===== config.mk =====
export PLATFORM = sky130hd
export DESIGN_NAME = packet_dispatcher
export DESIGN_NICKNAME = d
export VERILOG_FILES = /design/src/rtl/pkt_dispatch_pkg.sv /design/src/rtl/sat_counter.sv /design/src/rtl/packet_dispatcher.sv
export SDC_FILE = /design/constraint.sdc
export NUM_CORES = 1
export LEC_CHECK = 0
export CAP_MARGIN = 40
export CORE_AREA = 2 2 147 149
export DETAILED_ROUTE_END_ITERATION = 7
export DIE_AREA = 0 0 149 151
export DONT_BUFFER_PORTS = 1
export PLACE_DENSITY = 0.56
export SLEW_MARGIN = 5
export SYNTH_ARGS = -nofsm -noshare
export SYNTH_HDL_FRONTEND = slang
export SYNTH_SLANG_ARGS = --single-unit

===== constraint.sdc =====
create_clock -name clk -period 4.9 [get_ports clk]
set_input_delay 0.98 -clock clk [delete_from_list [all_inputs] [get_ports clk]]
set_output_delay 0.98 -clock clk [all_outputs]
set_load 0.1 [all_outputs]

===== src/rtl/pkt_dispatch_pkg.sv =====
// Shared types and destination-decode helpers for the packet dispatcher.
package pkt_dispatch_pkg;

    localparam int MAX_PORTS  = 16;
    localparam int MAX_DEST_W = 32;

    typedef enum logic [1:0] {
        IDLE = 2'd0,
        POP  = 2'd1,
        CAPT = 2'd2,
        SEND = 2'd3
    } state_t;

    typedef struct packed {
        logic [31:0]  id;
        logic [7:0]   src;
        logic [7:0]   dest;
        logic [127:0] payload;
    } packet_t;

    // True when the low dest_w bits of dest are all ones.
    function automatic logic bcast(input logic [MAX_DEST_W-1:0] dest,
                                   input int unsigned dest_w = 8);
        logic all_ones;
        all_ones = 1'b1;
        for (int i = 0; i < MAX_DEST_W; i++) begin
            if (i < dest_w && !dest[i]) all_ones = 1'b0;
        end
        return all_ones;
    endfunction

    // One-hot port select; all zeros when dest is out of range.
    function automatic logic [MAX_PORTS-1:0] port_mask(input logic [MAX_DEST_W-1:0] dest,
                                                       input int unsigned num_ports);
        logic [MAX_PORTS-1:0] mask;
        mask = '0;
        if (dest < num_ports) mask[dest[3:0]] = 1'b1;
        return mask;
    endfunction

endpackage


===== src/rtl/sat_counter.sv =====
// Saturating up-counter with synchronous clear that takes priority over increment.
module sat_counter #(
    parameter int CNT_W = 16
) (
    input  logic             clk,
    input  logic             rst_n,
    input  logic             inc,
    input  logic             clr,
    output logic [CNT_W-1:0] count
);

    always_ff @(posedge clk or negedge rst_n) begin
        if (!rst_n) begin
            count <= '0;
        end else if (clr) begin
            count <= '0;
        end else if (inc && count != {CNT_W{1'b1}}) begin
            count <= count + 1'b1;
        end
    end

endmodule


===== src/rtl/packet_dispatcher.sv =====
// Pops packets from a queue and routes each to one/all egress ports or drops it.
// Optional per-port handshake counters and stats_clr under PKT_DISPATCH_STATS_EN.
module packet_dispatcher
    import pkt_dispatch_pkg::*;
#(
    parameter int NUM_PORTS = 4,
    parameter int ID_W      = 32,
    parameter int SRC_W     = 8,
    parameter int DEST_W    = 8,
    parameter int PAYLOAD_W = 128,
    parameter int CNT_W     = 16
) (
    input  logic                 clk,
    input  logic                 rst_n,
    input  logic                 in_empty,
    output logic                 in_pop,
    input  logic [ID_W-1:0]      in_id,
    input  logic [SRC_W-1:0]     in_src,
    input  logic [DEST_W-1:0]    in_dest,
    input  logic [PAYLOAD_W-1:0] in_payload,
    output logic [NUM_PORTS-1:0] eg_valid,
    input  logic [NUM_PORTS-1:0] eg_ready,
    output logic [ID_W-1:0]      eg_id,
    output logic [SRC_W-1:0]     eg_src,
    output logic [DEST_W-1:0]    eg_dest,
    output logic [PAYLOAD_W-1:0] eg_payload,
    output logic                 busy,
    output logic [CNT_W-1:0]     drop_cnt
`ifdef PKT_DISPATCH_STATS_EN
    ,
    output logic [NUM_PORTS*CNT_W-1:0] port_cnt,
    input  logic                       stats_clr
`endif
);

    state_t               state, state_nx;
    logic [NUM_PORTS-1:0] target, accepted, hs;
    logic [MAX_PORTS-1:0] pm;
    logic                 dest_bcast, dest_hit, send_done, drop_inc, cnt_clr;

    always_comb begin
        pm         = port_mask(MAX_DEST_W'(in_dest), NUM_PORTS);
        dest_bcast = bcast(MAX_DEST_W'(in_dest), DEST_W);
        dest_hit   = |pm;
        eg_valid   = (state == SEND) ? (target & ~accepted) : '0;
        hs         = eg_valid & eg_ready;
        send_done  = ((accepted | hs) == target);
        drop_inc   = (state == CAPT) && !dest_bcast && !dest_hit;
        busy       = (state != IDLE);
    end

    always_comb begin
        state_nx = state;
        case (state)
            IDLE: if (!in_empty) state_nx = POP;
            POP:  state_nx = CAPT;
            CAPT: state_nx = (dest_bcast || dest_hit) ? SEND : IDLE;
            SEND: if (send_done) state_nx = IDLE;
            default: state_nx = IDLE;
        endcase
    end

    always_ff @(posedge clk or negedge rst_n) begin
        if (!rst_n) begin
            state      <= IDLE;
            in_pop     <= 1'b0;
            target     <= '0;
            accepted   <= '0;
            eg_id      <= '0;
            eg_src     <= '0;
            eg_dest    <= '0;
            eg_payload <= '0;
        end else begin
            state  <= state_nx;
            in_pop <= (state_nx == POP);
            if (state == CAPT) begin
                eg_id      <= in_id;
                eg_src     <= in_src;
                eg_dest    <= in_dest;
                eg_payload <= in_payload;
                target     <= dest_bcast ? {NUM_PORTS{1'b1}} : pm[NUM_PORTS-1:0];
            end
            // Accepted ports stay masked until every target port has handshaken.
            if (state == SEND) begin
                accepted <= send_done ? '0 : (accepted | hs);
            end
        end
    end

`ifdef PKT_DISPATCH_STATS_EN
    assign cnt_clr = stats_clr;

    for (genvar gi = 0; gi < NUM_PORTS; gi++) begin : g_port_cnt
        sat_counter #(.CNT_W(CNT_W)) u_port_cnt (
            .clk   (clk),
            .rst_n (rst_n),
            .inc   (hs[gi]),
            .clr   (stats_clr),
            .count (port_cnt[gi*CNT_W +: CNT_W])
        );
    end
`else
    assign cnt_clr = 1'b0;
`endif

    sat_counter #(.CNT_W(CNT_W)) u_drop_cnt (
        .clk   (clk),
        .rst_n (rst_n),
        .inc   (drop_inc),
        .clr   (cnt_clr),
        .count (drop_cnt)
    );

endmodule


==> out/metrics.csv, run 1 <==
metric;value;unit
initialDrtViolationCount;323;
async_flop_share;1.00;
vias_per_cell;4.91;
hp-class;in2async;
synth_area;8000;µm²
cp.arrival;1780;ps
setup_viol;0;
pre_cts_ws;2580;ps
rsz0062_at_grt;no;
cts.sinks;203;
syn_nets;1068;
grt_pass1_vias;6775;
grt_max_degree;204;
wire_per_inst;18.7;µm
path_max_fanout;14;
status;completed;
syn_inst;884;
firstDrtPassIters;4;
fin_util;0.646;
worst-setup-path-type;reg2out;
clk_latency;510;ps
synth_seq_area_share;0.635;
r2r-end;u_drop_cnt.count[1];
dieArea;22500;µm²
cts_buffers;23;
core;20800;µm²
yosys_register_bits;203;
clock_path_buffers;3;
tns;0;ps
final_hold_viol_count;0;
grt.total_usage;0.209;
synth_area_per_cell;9.05;µm²
fmax;362;MHz
cts_setup_buffers;0;
fin_ws;2140;ps
finalWirelength;24.9;mm
root_buffer;clkbuf_16;
ctsHoldBuffers;0;
cts_tree;yes;
n_antenna_cell;0;
path_clk_slew;50;ps
synth.distinct_cells;37;
worst_pin_slew;921;ps
ctsHtreeMaxLevel;1;
vias;6520;
maxCapViolations;0;
fin_crit;2760;ps
slew_headroom;0.386;
ff2ff_setup_slack;2580;ps
maxSlewViolCount;0;
synthToLayoutAreaGrowth;68.2;%
ant_nets;0;
port_buffers;0;
cp-start-kind;flip-flop;
required;3920;ps
rows;53;
antenna_found_initial;0;
place_hpwl;18.1;mm
cts_resized;0;
grt_pass1_wl;37.1;mm
die_height;151;µm
endpoint_kind;output pin;
nFillCells;1480;
finalCritPeriodShare;0.564;
ys_warn_count;0;
fin_nets;1221;
skew;22.9;ps
synthFlopType;dfrtp_1;
drc;0;
die_x;149;µm
io_pins;381;
overflow;0;
synth_edf_count;0;
ff2ff_path_depth;4;
initial_core_util;0.384;
place_congestion;0.819;
drive_above_1_share;0.214;
reg2reg_from;state[0];
-- worst max-delay path: stages (launching register included) --
cell	delay [ps]
dfrtp_1	480
and2_2	340
and3_1	240
buf_8	210
-- cells in the final DEF (no fill, tap or decap), types with 2 or more instances in the layout --
cell / n
clkinvlp_4: 2
nand3_1: 9
nor2_1: 11
buf_2: 2
mux2_2: 2
buf_8: 4
clkbuf_16: 23
clkbuf_1: 5
nand2_1: 541
bufinv_16: 3
xor2_1: 7
dfrtp_1: 203
nor3_1: 2
and3_1: 10
buf_4: 2
o22a_1: 2
a21oi_1: 5
clkinv_2: 5
a31oi_1: 4
inv_1: 7
buf_16: 159
nor3_2: 5
clkbuf_8: 3
nor4_4: 2
o22ai_1: 2
nand4_1: 6
o21ai_0: 3
xnor2_1: 6
-- cells by family after synthesis --
group | share of synthesized area
adder cells (fa/ha/maj) | 0.00156
AND/OR/NAND/NOR | 0.298
flip-flops | 0.635
XOR/XNOR | 0.0142
buffers and inverters | 0.0246
multiplexers | 0.00422
AO/OA/AOI/OAI | 0.0224
-- cell usage after synthesis, types with 2 or more instances --
cell / count / area (µm²)
dfrtp_1: 203 / 5080
inv_1: 7 / 26.3
nor3_1: 2 / 10.0
clkbuf_1: 20 / 75.1
and3_1: 10 / 62.6
o22a_1: 2 / 17.5
nor3_2: 5 / 50.1
a21oi_1: 5 / 25.0
nand2_1: 542 / 2030
o21ai_0: 3 / 15.0
buf_1: 10 / 37.5
xor2_1: 7 / 61.3
xnor2_1: 6 / 52.6
nand4_1: 6 / 37.5
buf_2: 10 / 50.1
a31oi_1: 4 / 25.0
mux2_2: 2 / 22.5
nand3_1: 9 / 45.0
nor2_1: 11 / 41.3
o22ai_1: 2 / 12.5
nor4_4: 2 / 42.5
-- per-stage QoR --
stage	instance area [µm²]	hold WS, ps	cells
after floorplan	8000	491	884
after global placement	8220	516	1121
after detailed placement	12500	528	1282
after CTS	13300	141	1324
after global routing	13400	138	1329
final	13400	175	1329
-- final cells by class --
cell class                      instances  area, µm²  share of cell area
Sequential cell                       203       5080               0.378
Timing Repair Buffer                  169       4490               0.334
Clock inverter                         11        139              0.0103
Clock buffer                           31        636              0.0473
Tap cell                              275        344              0.0256
Multi-Input combinational cell        633       2730               0.203
Inverter                                7       26.3             0.00195
-- per-layer routing --
| layer | vias up | share of wire | global-route usage |
|---|---|---|---|
| met5 | - | 0 | 0 |
| met4 | 0 | 0.029 | 0.0710 |
| met3 | 54 | 0.079 | 0.0599 |
| met2 | 287 | 0.54 | 0.379 |
| met1 | 3128 | 0.36 | 0.238 |
| li1 | 3051 | - | - |
-- worst max-delay path by stage --
stage,cells after the start,to,from,slack [ps]
final,3,eg_valid[2],state[1],2140
after global routing,3,eg_valid[2],state[1],2040
after CTS,3,eg_valid[2],state[1],2110
after detailed placement,4,u_drop_cnt.count[1],state[0],2580
after global placement,2,eg_valid[0],state[1],2290
after floorplan,4,eg_valid[0],state[1],2240
-- sequential cells by signal (all words and copies together) (netlist names) --
register	count
eg_payload	128
eg_id	32
u_drop_cnt.count	16
eg_dest	8
eg_src	8
accepted	4
target	4
state	2
in_pop	1
Power of run 1 is not shown: default switching activity piles up to over one toggle a cycle in this logic, so the estimate is an artifact.
==> run 2: changes to the inputs <==
clock period = 2.8 ns   (was 4.9 ns; I/O delays follow)
==> run 2 against run 1 <==
The flow now finishes with violations (hold timing). Non-clock buffer count fell by 3. Sequential share of layout area grew 1.1 points. Register-to-register slack worse by 1800 ps. Highest routed layer unchanged. First-iteration DRC count shrank 4.0%. Critical path depth did not move. Critical path type unchanged. Routed wire length rose by 0.87%.
==> out/metrics.csv, run 2 (synthesis gave the netlist of run 1 again) <==
metric;value;unit;change
ant_nets;0;;unchanged
endpoint_kind;output pin;;unchanged
synthToLayoutAreaGrowth;63.5;%;was 68.2%
die_height;151;µm;unchanged
cts_setup_buffers;0;;unchanged
ff2ff_path_depth;4;;unchanged
cp.arrival;1830;ps;was 1780 ps
io_pins;381;;unchanged
finalCritPeriodShare;0.854;;
root_buffer;clkbuf_16;;unchanged
largest_reg_flops;128;;unchanged
fin_crit;2390;ps;
core;20800;µm²;unchanged
vias;6570;;was 6,520
cp-start-kind;flip-flop;;unchanged
ctsHtreeMaxLevel;1;;unchanged
multiInputGateArea;2730;µm²;unchanged
grt_pass1_wl;36.1;mm;was 37.1 mm
cts_tree;yes;;unchanged
firstDrtPassIters;5;;was 4
place_hpwl;17.6;mm;was 18.1 mm
grt_max_degree;204;;unchanged
cts.sinks;203;;unchanged
cts_resized;0;;unchanged
die_x;149;µm;unchanged
holdWs;-248;ps;was 175 ps
worst-setup-path-type;reg2out;;unchanged
drc;0;;unchanged
finalWirelength;25.1;mm;was 24.9 mm
worst_pin_slew;918;ps;was 921 ps
dieArea;22500;µm²;unchanged
n_antenna_cell;0;;unchanged
seqCellArea;5080;µm²;unchanged
overflow;0;;unchanged
clk_latency;510;ps;about the same
grt.total_usage;0.204;;was 0.209
cts_buffers;24;;was 23
rows;53;;unchanged
antenna_found_initial;0;;unchanged
drive_above_1_share;0.216;;was 0.214
initial_core_util;0.384;;unchanged
tns;0;ps;unchanged
wire_per_inst;18.9;µm;was 18.7 µm
fmax;418;MHz;
final_hold_viol_count;203;;was 0
maxSlewViolCount;0;;unchanged
slew_headroom;0.388;;was 0.386
port_buffers;0;;unchanged
fin_nets;1219;;was 1,221
path_max_fanout;14;;unchanged
violations;hold timing;;
top_regs;eg_payload (128), eg_id (32), u_drop_cnt.count (16);;unchanged
rsz0062_at_grt;no;;unchanged
grt_pass1_vias;6729;;was 6,775
maxCapViolations;0;;unchanged
path_clk_slew;60;ps;was 50 ps
required;2240;ps;was 3920 ps
nFillCells;1522;;was 1,480
vias_per_cell;4.95;;was 4.91
layout_common_cells;nand2_1, dfrtp_1, buf_16;;unchanged
place_congestion;0.773;;was 0.819
hp-class;in2async;;unchanged
regMostFlops;eg_payload;;unchanged
status;complete, but fails checks;;was completed
mostFrequentLayoutCell;nand2_1;;unchanged
skew;13.8;ps;was 22.9 ps
clock_path_buffers;3;;unchanged
setup_viol;0;;unchanged
initialDrtViolationCount;310;;was 323
run 2: changes by cell type in the layout (fill, tap and decap cells not counted), sizes merged:
cell	before	now
bufinv	3	0
clkinv	5	8
inv	8	7
clkinvlp	2	1
buf	169	166
clkbuf	31	35
run 2: area by class of cell:
| cell class | count | share of cell area |
|---|---|---|
| Sequential cell | 203 | 0.389 |
| Timing Repair Buffer | 166 | 0.314 |
| Multi-Input combinational cell | 633 | 0.209 |
| Clock buffer | 35 | 0.0561 |
| Tap cell | 275 | 0.0263 |
| Clock inverter | 9 | 0.00392 |
| Inverter | 7 | 0.00201 |
run 2: per-stage QoR:
| step | hold WS, ps | cells | setup WS, ps | instance area, µm² | utilization |
|---|---|---|---|---|---|
| after floorplan | 264 | 884 | 444 | 8000 | - |
| after global placement | 269 | 1143 | 781 | 8410 | 0.404 |
| after detailed placement | 268 | 1276 | 776 | 12100 | 0.580 |
| after CTS | -270 | 1320 | 392 | 12900 | 0.617 |
| after global routing | -276 | 1328 | 333 | 13100 | 0.628 |
| final | -248 | 1328 | 408 | 13100 | 0.628 |
run 2: critical path, cell delays in order, from the launching register on:
cell and delay, ps:
dfrtp_1 500, and2_2 350, and3_1 190, buf_4 290
run 2: per-layer routing:
layer | track usage | part of all wire
met1 | 0.228 | 0.36
met2 | 0.375 | 0.54
met3 | 0.0560 | 0.076
met4 | 0.0714 | 0.032
met5 | 0 | 0
run 2: worst paths after layout:
check                                 endpoint  slack, ps   startpoint
max                                eg_valid[1]        410     state[1]
min                        u_drop_cnt.count[8]       -250        rst_n
max reg2reg                u_drop_cnt.count[1]        770     state[0]
min reg2reg                        accepted[3]        530  accepted[3]
max in group asynchronous       eg_payload[13]       2670        rst_n
min in group clk                        in_pop        120     in_empty
Power of run 2 is left out for the same reason.
